**config.mk**
```make
export PLATFORM = sky130hd
export DESIGN_NAME = uart_result_packet_serializer
export DESIGN_NICKNAME = d
export VERILOG_FILES = /design/src/rtl/uart_result_packet_serializer.sv
export SDC_FILE = /design/constraint.sdc
export NUM_CORES = 1
export LEC_CHECK = 0
export CORE_ASPECT_RATIO = 0.8
export CORE_MARGIN = 5
export CORE_UTILIZATION = 46
export CTS_CLUSTER_SIZE = 24
export DETAILED_ROUTE_END_ITERATION = 8
export GPL_ROUTABILITY_DRIVEN = 0
export PLACE_DENSITY = 0.76
export SYNTH_ARGS = -nofsm -noshare
export SYNTH_HDL_FRONTEND = slang
export SYNTH_SLANG_ARGS = --single-unit
```
**constraint.sdc**
```tcl
create_clock -name i_clk -period 1.8 [get_ports i_clk]
set_clock_uncertainty 0.1 [all_clocks]
set_input_delay 0.36 -clock i_clk [delete_from_list [all_inputs] [get_ports i_clk]]
set_output_delay 0.36 -clock i_clk [all_outputs]
set_load 0.03 [all_outputs]
```
**src/rtl/uart_result_packet_serializer.sv**
```systemverilog
// uart_result_packet_serializer: frames a result word and tag as SOF, TAG, payload MSB-first[, CHK] onto a UART TX byte handshake.
// Optional trailing XOR checksum byte is enabled by defining UART_TX_CHECKSUM_EN.
module uart_result_packet_serializer #(
    parameter int         RESULT_WIDTH = 32,
    parameter logic [7:0] SOF_BYTE     = 8'hA5
) (
    input  logic                    i_clk,
    input  logic                    i_rst,
    input  logic                    i_result_valid,
    input  logic [RESULT_WIDTH-1:0] i_result_data,
    input  logic [7:0]              i_result_tag,
    output logic                    o_result_ready,
    output logic [7:0]              o_tx_uart_data,
    output logic                    o_tx_uart_valid,
    input  logic                    i_tx_uart_ready,
    output logic                    o_busy,
    output logic                    o_frame_done,
    output logic                    o_overrun_error
);
    localparam int NB = RESULT_WIDTH / 8;
    localparam int CW = (NB > 1) ? $clog2(NB) : 1;

    typedef enum logic [2:0] {S_IDLE, S_SOF, S_TAG, S_PAY, S_CHK} state_t;

    state_t                  r_state;
    logic [RESULT_WIDTH-1:0] r_data;
    logic [7:0]              r_tag;
    logic [CW-1:0]           r_cnt;
    logic [CW-1:0]           w_idx;
    logic                    w_accept;
    logic [7:0]              w_cur;
    logic [7:0]              w_next;
`ifdef UART_TX_CHECKSUM_EN
    logic [7:0]              r_chk;
`endif

    assign w_accept = o_tx_uart_valid & i_tx_uart_ready;
    assign w_idx    = r_cnt - CW'(1);
    assign w_cur    = r_data[8*r_cnt +: 8];
    assign w_next   = r_data[8*w_idx +: 8];

    always_ff @(posedge i_clk or posedge i_rst) begin
        if (i_rst) begin
            r_state         <= S_IDLE;
            r_data          <= '0;
            r_tag           <= '0;
            r_cnt           <= '0;
            o_result_ready  <= 1'b0;
            o_tx_uart_data  <= '0;
            o_tx_uart_valid <= 1'b0;
            o_busy          <= 1'b0;
            o_frame_done    <= 1'b0;
            o_overrun_error <= 1'b0;
`ifdef UART_TX_CHECKSUM_EN
            r_chk           <= '0;
`endif
        end else begin
            o_frame_done <= 1'b0;
            if (i_result_valid && !o_result_ready)
                o_overrun_error <= 1'b1;
            case (r_state)
                S_IDLE: begin
                    o_result_ready <= 1'b1;
                    if (i_result_valid && o_result_ready) begin
                        r_data          <= i_result_data;
                        r_tag           <= i_result_tag;
                        r_cnt           <= CW'(NB - 1);
                        o_tx_uart_data  <= SOF_BYTE;
                        o_tx_uart_valid <= 1'b1;
                        o_result_ready  <= 1'b0;
                        o_busy          <= 1'b1;
                        r_state         <= S_SOF;
`ifdef UART_TX_CHECKSUM_EN
                        r_chk           <= '0;
`endif
                    end
                end
                S_SOF: if (w_accept) begin
                    o_tx_uart_data <= r_tag;
                    r_state        <= S_TAG;
                end
                S_TAG: if (w_accept) begin
                    o_tx_uart_data <= w_cur;
                    r_state        <= S_PAY;
`ifdef UART_TX_CHECKSUM_EN
                    r_chk          <= r_chk ^ o_tx_uart_data;
`endif
                end
                S_PAY: if (w_accept) begin
`ifdef UART_TX_CHECKSUM_EN
                    r_chk <= r_chk ^ o_tx_uart_data;
`endif
                    if (r_cnt != '0) begin
                        r_cnt          <= w_idx;
                        o_tx_uart_data <= w_next;
                    end else begin
`ifdef UART_TX_CHECKSUM_EN
                        // checksum folds in the payload byte being accepted right now
                        o_tx_uart_data <= r_chk ^ o_tx_uart_data;
                        r_state        <= S_CHK;
`else
                        o_tx_uart_valid <= 1'b0;
                        o_busy          <= 1'b0;
                        o_result_ready  <= 1'b1;
                        o_frame_done    <= 1'b1;
                        r_state         <= S_IDLE;
`endif
                    end
                end
`ifdef UART_TX_CHECKSUM_EN
                S_CHK: if (w_accept) begin
                    o_tx_uart_valid <= 1'b0;
                    o_busy          <= 1'b0;
                    o_result_ready  <= 1'b1;
                    o_frame_done    <= 1'b1;
                    r_state         <= S_IDLE;
                end
`endif
                default: r_state <= S_IDLE;
            endcase
        end
    end
endmodule
```
==> impl_metrics.json <==
{
  "critPathKind": "reg2reg",
  "synth-edff-count": 0,
  "dr_wl_met2_mm": 2.96,
  "wl_met1_mm": 2.87,
  "rr_startpoint": "r_state[1]",
  "drt-initial-drc-count": 89,
  "ys_warn_count": 0,
  "cp_max_fo": 8,
  "rows": 24,
  "hold_ws_ns": 0.268,
  "worst_pin_slew_ns": 0.391,
  "worst_slack_ns": -0.0225,
  "finalWirelength_mm": 6.20,
  "cp.required_ns": 1.88,
  "avgSynthCellArea_um2": 12.7,
  "die_w_um": 95.5,
  "maxSlewHeadroom": 0.740,
  "fill_cells": 427,
  "synth_cells": 212,
  "cts_root_buffer": "clkbuf_8",
  "min_path_type": "in2async",
  "synth_area_leaders": "dfrtp_1 52%, mux2_1 10%, mux2_2 8.8%, mux2i_1 3.3%, a211o_1 2.9%",
  "timing.reg2reg.setup_slack_ns": -0.02,
  "syn_to_final_growth_pct": 40.7,
  "cp-start-kind": "register",
  "synthArstFlopShare": 1.00,
  "grt_max_degree": 27,
  "max-clock-path-buffers": 2,
  "drc_errors": 0,
  "grt-ovfl-total": 0,
  "ant_nets": 0,
  "diodes": 0,
  "synth_area_mm2": 0.00269,
  "grt_setup_unrepaired": "yes",
  "antenna_found_initial": 0,
  "period_minus_slack_ns": 1.82,
  "max_freq_mhz": 549,
  "yosysTopAreaCell": "dfrtp_1",
  "finalSetupTns_ns": -0.0931,
  "rr_endpoint": "o_tx_uart_data[2]",
  "boundaryPins": 57,
  "synth_top_cell_area_share": 0.521,
  "synthFlopType": "dfrtp_1",
  "grt_pass1_vias": 2085,
  "start_util": 0.484,
  "ys_ff_latch": 56,
  "numCtsBuffers": 5,
  "status": "complete, but fails checks",
  "p_leak_nw": 1.73,
  "drv_slew": 0,
  "crit_chain": "buf_6 > ha_4 > a2bb2oi_4 > a211o_4 > a211oi_2 > a31oi_1",
  "endpoint_kind": "register",
  "crit_slowest_cell": "dfrtp_2",
  "coreArea_mm2": 0.00556,
  "worstRegToRegCells": 6,
  "hpwlAfterDp_mm": 4.56,
  "finalHoldViolations": 0,
  "cap_viol_max_count": 0,
  "cts_tree": "built",
  "grt.total_usage": 0.177,
  "die_h_um": 78.4,
  "place_ws_ns": -0.268,
  "cts.sinks": 56,
  "viasPerCell": 5.42,
  "ys_types": 38,
  "synth_seq_area_share": 0.521,
  "htreeDepth": 2,
  "vias": 1985,
  "postLayoutCoreUtil": 0.682,
  "dieArea_mm2": 0.00749,
  "slowest_delay_ns": 0.47,
  "syn-num-nets": 262,
  "route.met3.wl_um": 325,
  "worstSkewPairLatency_ns": 0.31,
  "cp.arrival_ns": 1.90,
  "fin_crit_sh": 1.01,
  "vdd.ir_drop.worst_mv": 0.372,
  "power_density_mw_per_mm2": 551,
  "violations": "setup timing",
  "wl_per_cell_um": 16.9,
  "layout_common_cells": "53 x dfrtp_1, 43 x clkdlybuf4s50_1, 24 x mux2_1",
  "clk_pin_slew_worst_paths_ns": 0.10,
  "layout-drive-gt1-share": 0.285,
  "first_pass_iters": 4,
  "io_buffers": 56,
  "grt_pass1_wl_mm": 10.3,
  "mostFrequentLayoutCell": "dfrtp_1",
  "p_total_mw": 2.09,
  "nets": 337,
  "top_layer_used": "met4",
  "setup_violations": 18
}
==> synth_stat cells (2+ instances only) <==
cell type / n
dfrtp_1: 56
nand3_1: 11
a211oi_1: 6
inv_1: 7
mux2i_1: 9
o21ai_0: 9
a22oi_1: 4
nand2b_1: 3
ha_1: 6
a31oi_1: 5
clkbuf_1: 2
mux2_1: 24
a211o_1: 9
mux2_2: 21
buf_4: 2
o21ai_1: 5
a21oi_1: 3
buf_1: 4
buf_6: 2
nor2_1: 6
==> layer usage <==
metal,up-vias,global-route usage
li1,933,-
met1,998,0.244
met2,50,0.279
met3,4,0.0459
met4,0,0.0426
met5,-,0
==> kinds of logic after synthesis <==
| family | Yosys count | share of synthesized area |
|---|---|---|
| fa+ha+maj | 6 | 0.0279 |
| mux | 54 | 0.222 |
| compound gates | 48 | 0.122 |
| buf+inv | 18 | 0.0340 |
| xor+xnor | 2 | 0.0163 |
| flops | 56 | 0.521 |
| simple gates | 28 | 0.0572 |
==> layout make-up <==
cell class              count  area, µm²  area share
clock inverters             3       21.3     0.00562
clock buffers               5       68.8      0.0182
repair buffers             79        790       0.209
flip-flops and latches     56       1410       0.371
inverters                   7       30.0     0.00793
well taps                  78       97.6      0.0258
multi-input cells         138       1370       0.363
==> how the worst max path moves through the flow <==
| stage | slack (ns) | start | cells past startpoint | to |
|---|---|---|---|---|
| 3_5_place_dp | -0.27 | i_tx_uart_ready | 5 | o_tx_uart_data[7] |
| 5_1_grt | -0.10 | r_state[1] | 6 | o_tx_uart_data[2] |
| 4_1_cts | -0.07 | r_state[0] | 6 | o_tx_uart_data[3] |
| 3_3_place_gp | -0.21 | i_tx_uart_ready | 5 | o_tx_uart_data[7] |
| 2_1_floorplan | -0.02 | r_state[0] | 6 | r_state[1] |
| 6_report | -0.02 | r_state[1] | 6 | o_tx_uart_data[2] |
==> stage by stage <==
step                      instance area, µm²  std cells
after global placement                  3520        356
after detailed placement                3520        356
after floorplan                         2730        212
after CTS                               3680        365
after global routing                    3790        366
final                                   3790        366
==> report_power, final <==
part	internal, mW	leakage (nW)	switching, mW
Combinational	0.0920	0.967	0.0441
Sequential	1.26	0.718	0
Clock	0.277	0.0445	0.415
Total	1.63	1.73	0.459
==> worst max-delay path, delay by kind of cell (launching register included) <==
kind            cells  cell delay [ns]
flops               1             0.47
fa+ha+maj           1             0.16
buf+inv             1             0.14
compound gates      4             0.83
==> state kept, by name (all words and copies together) (netlist names) <==
name / flops
o_busy: 1
o_frame_done: 1
o_overrun_error: 1
o_result_ready: 1
o_tx_uart_data: 8
r_cnt: 2
r_data: 32
r_state: 2
r_tag: 8
==> timing repair <==
action	4_1_cts	5_1_grt
gates resized for setup	27	19
cloned	1	0
hold buffers	0	0
pin swaps	1	9
setup buffers	0	1
endpoints found under the setup margin	61	52
(Power assumes the default switching activity.)
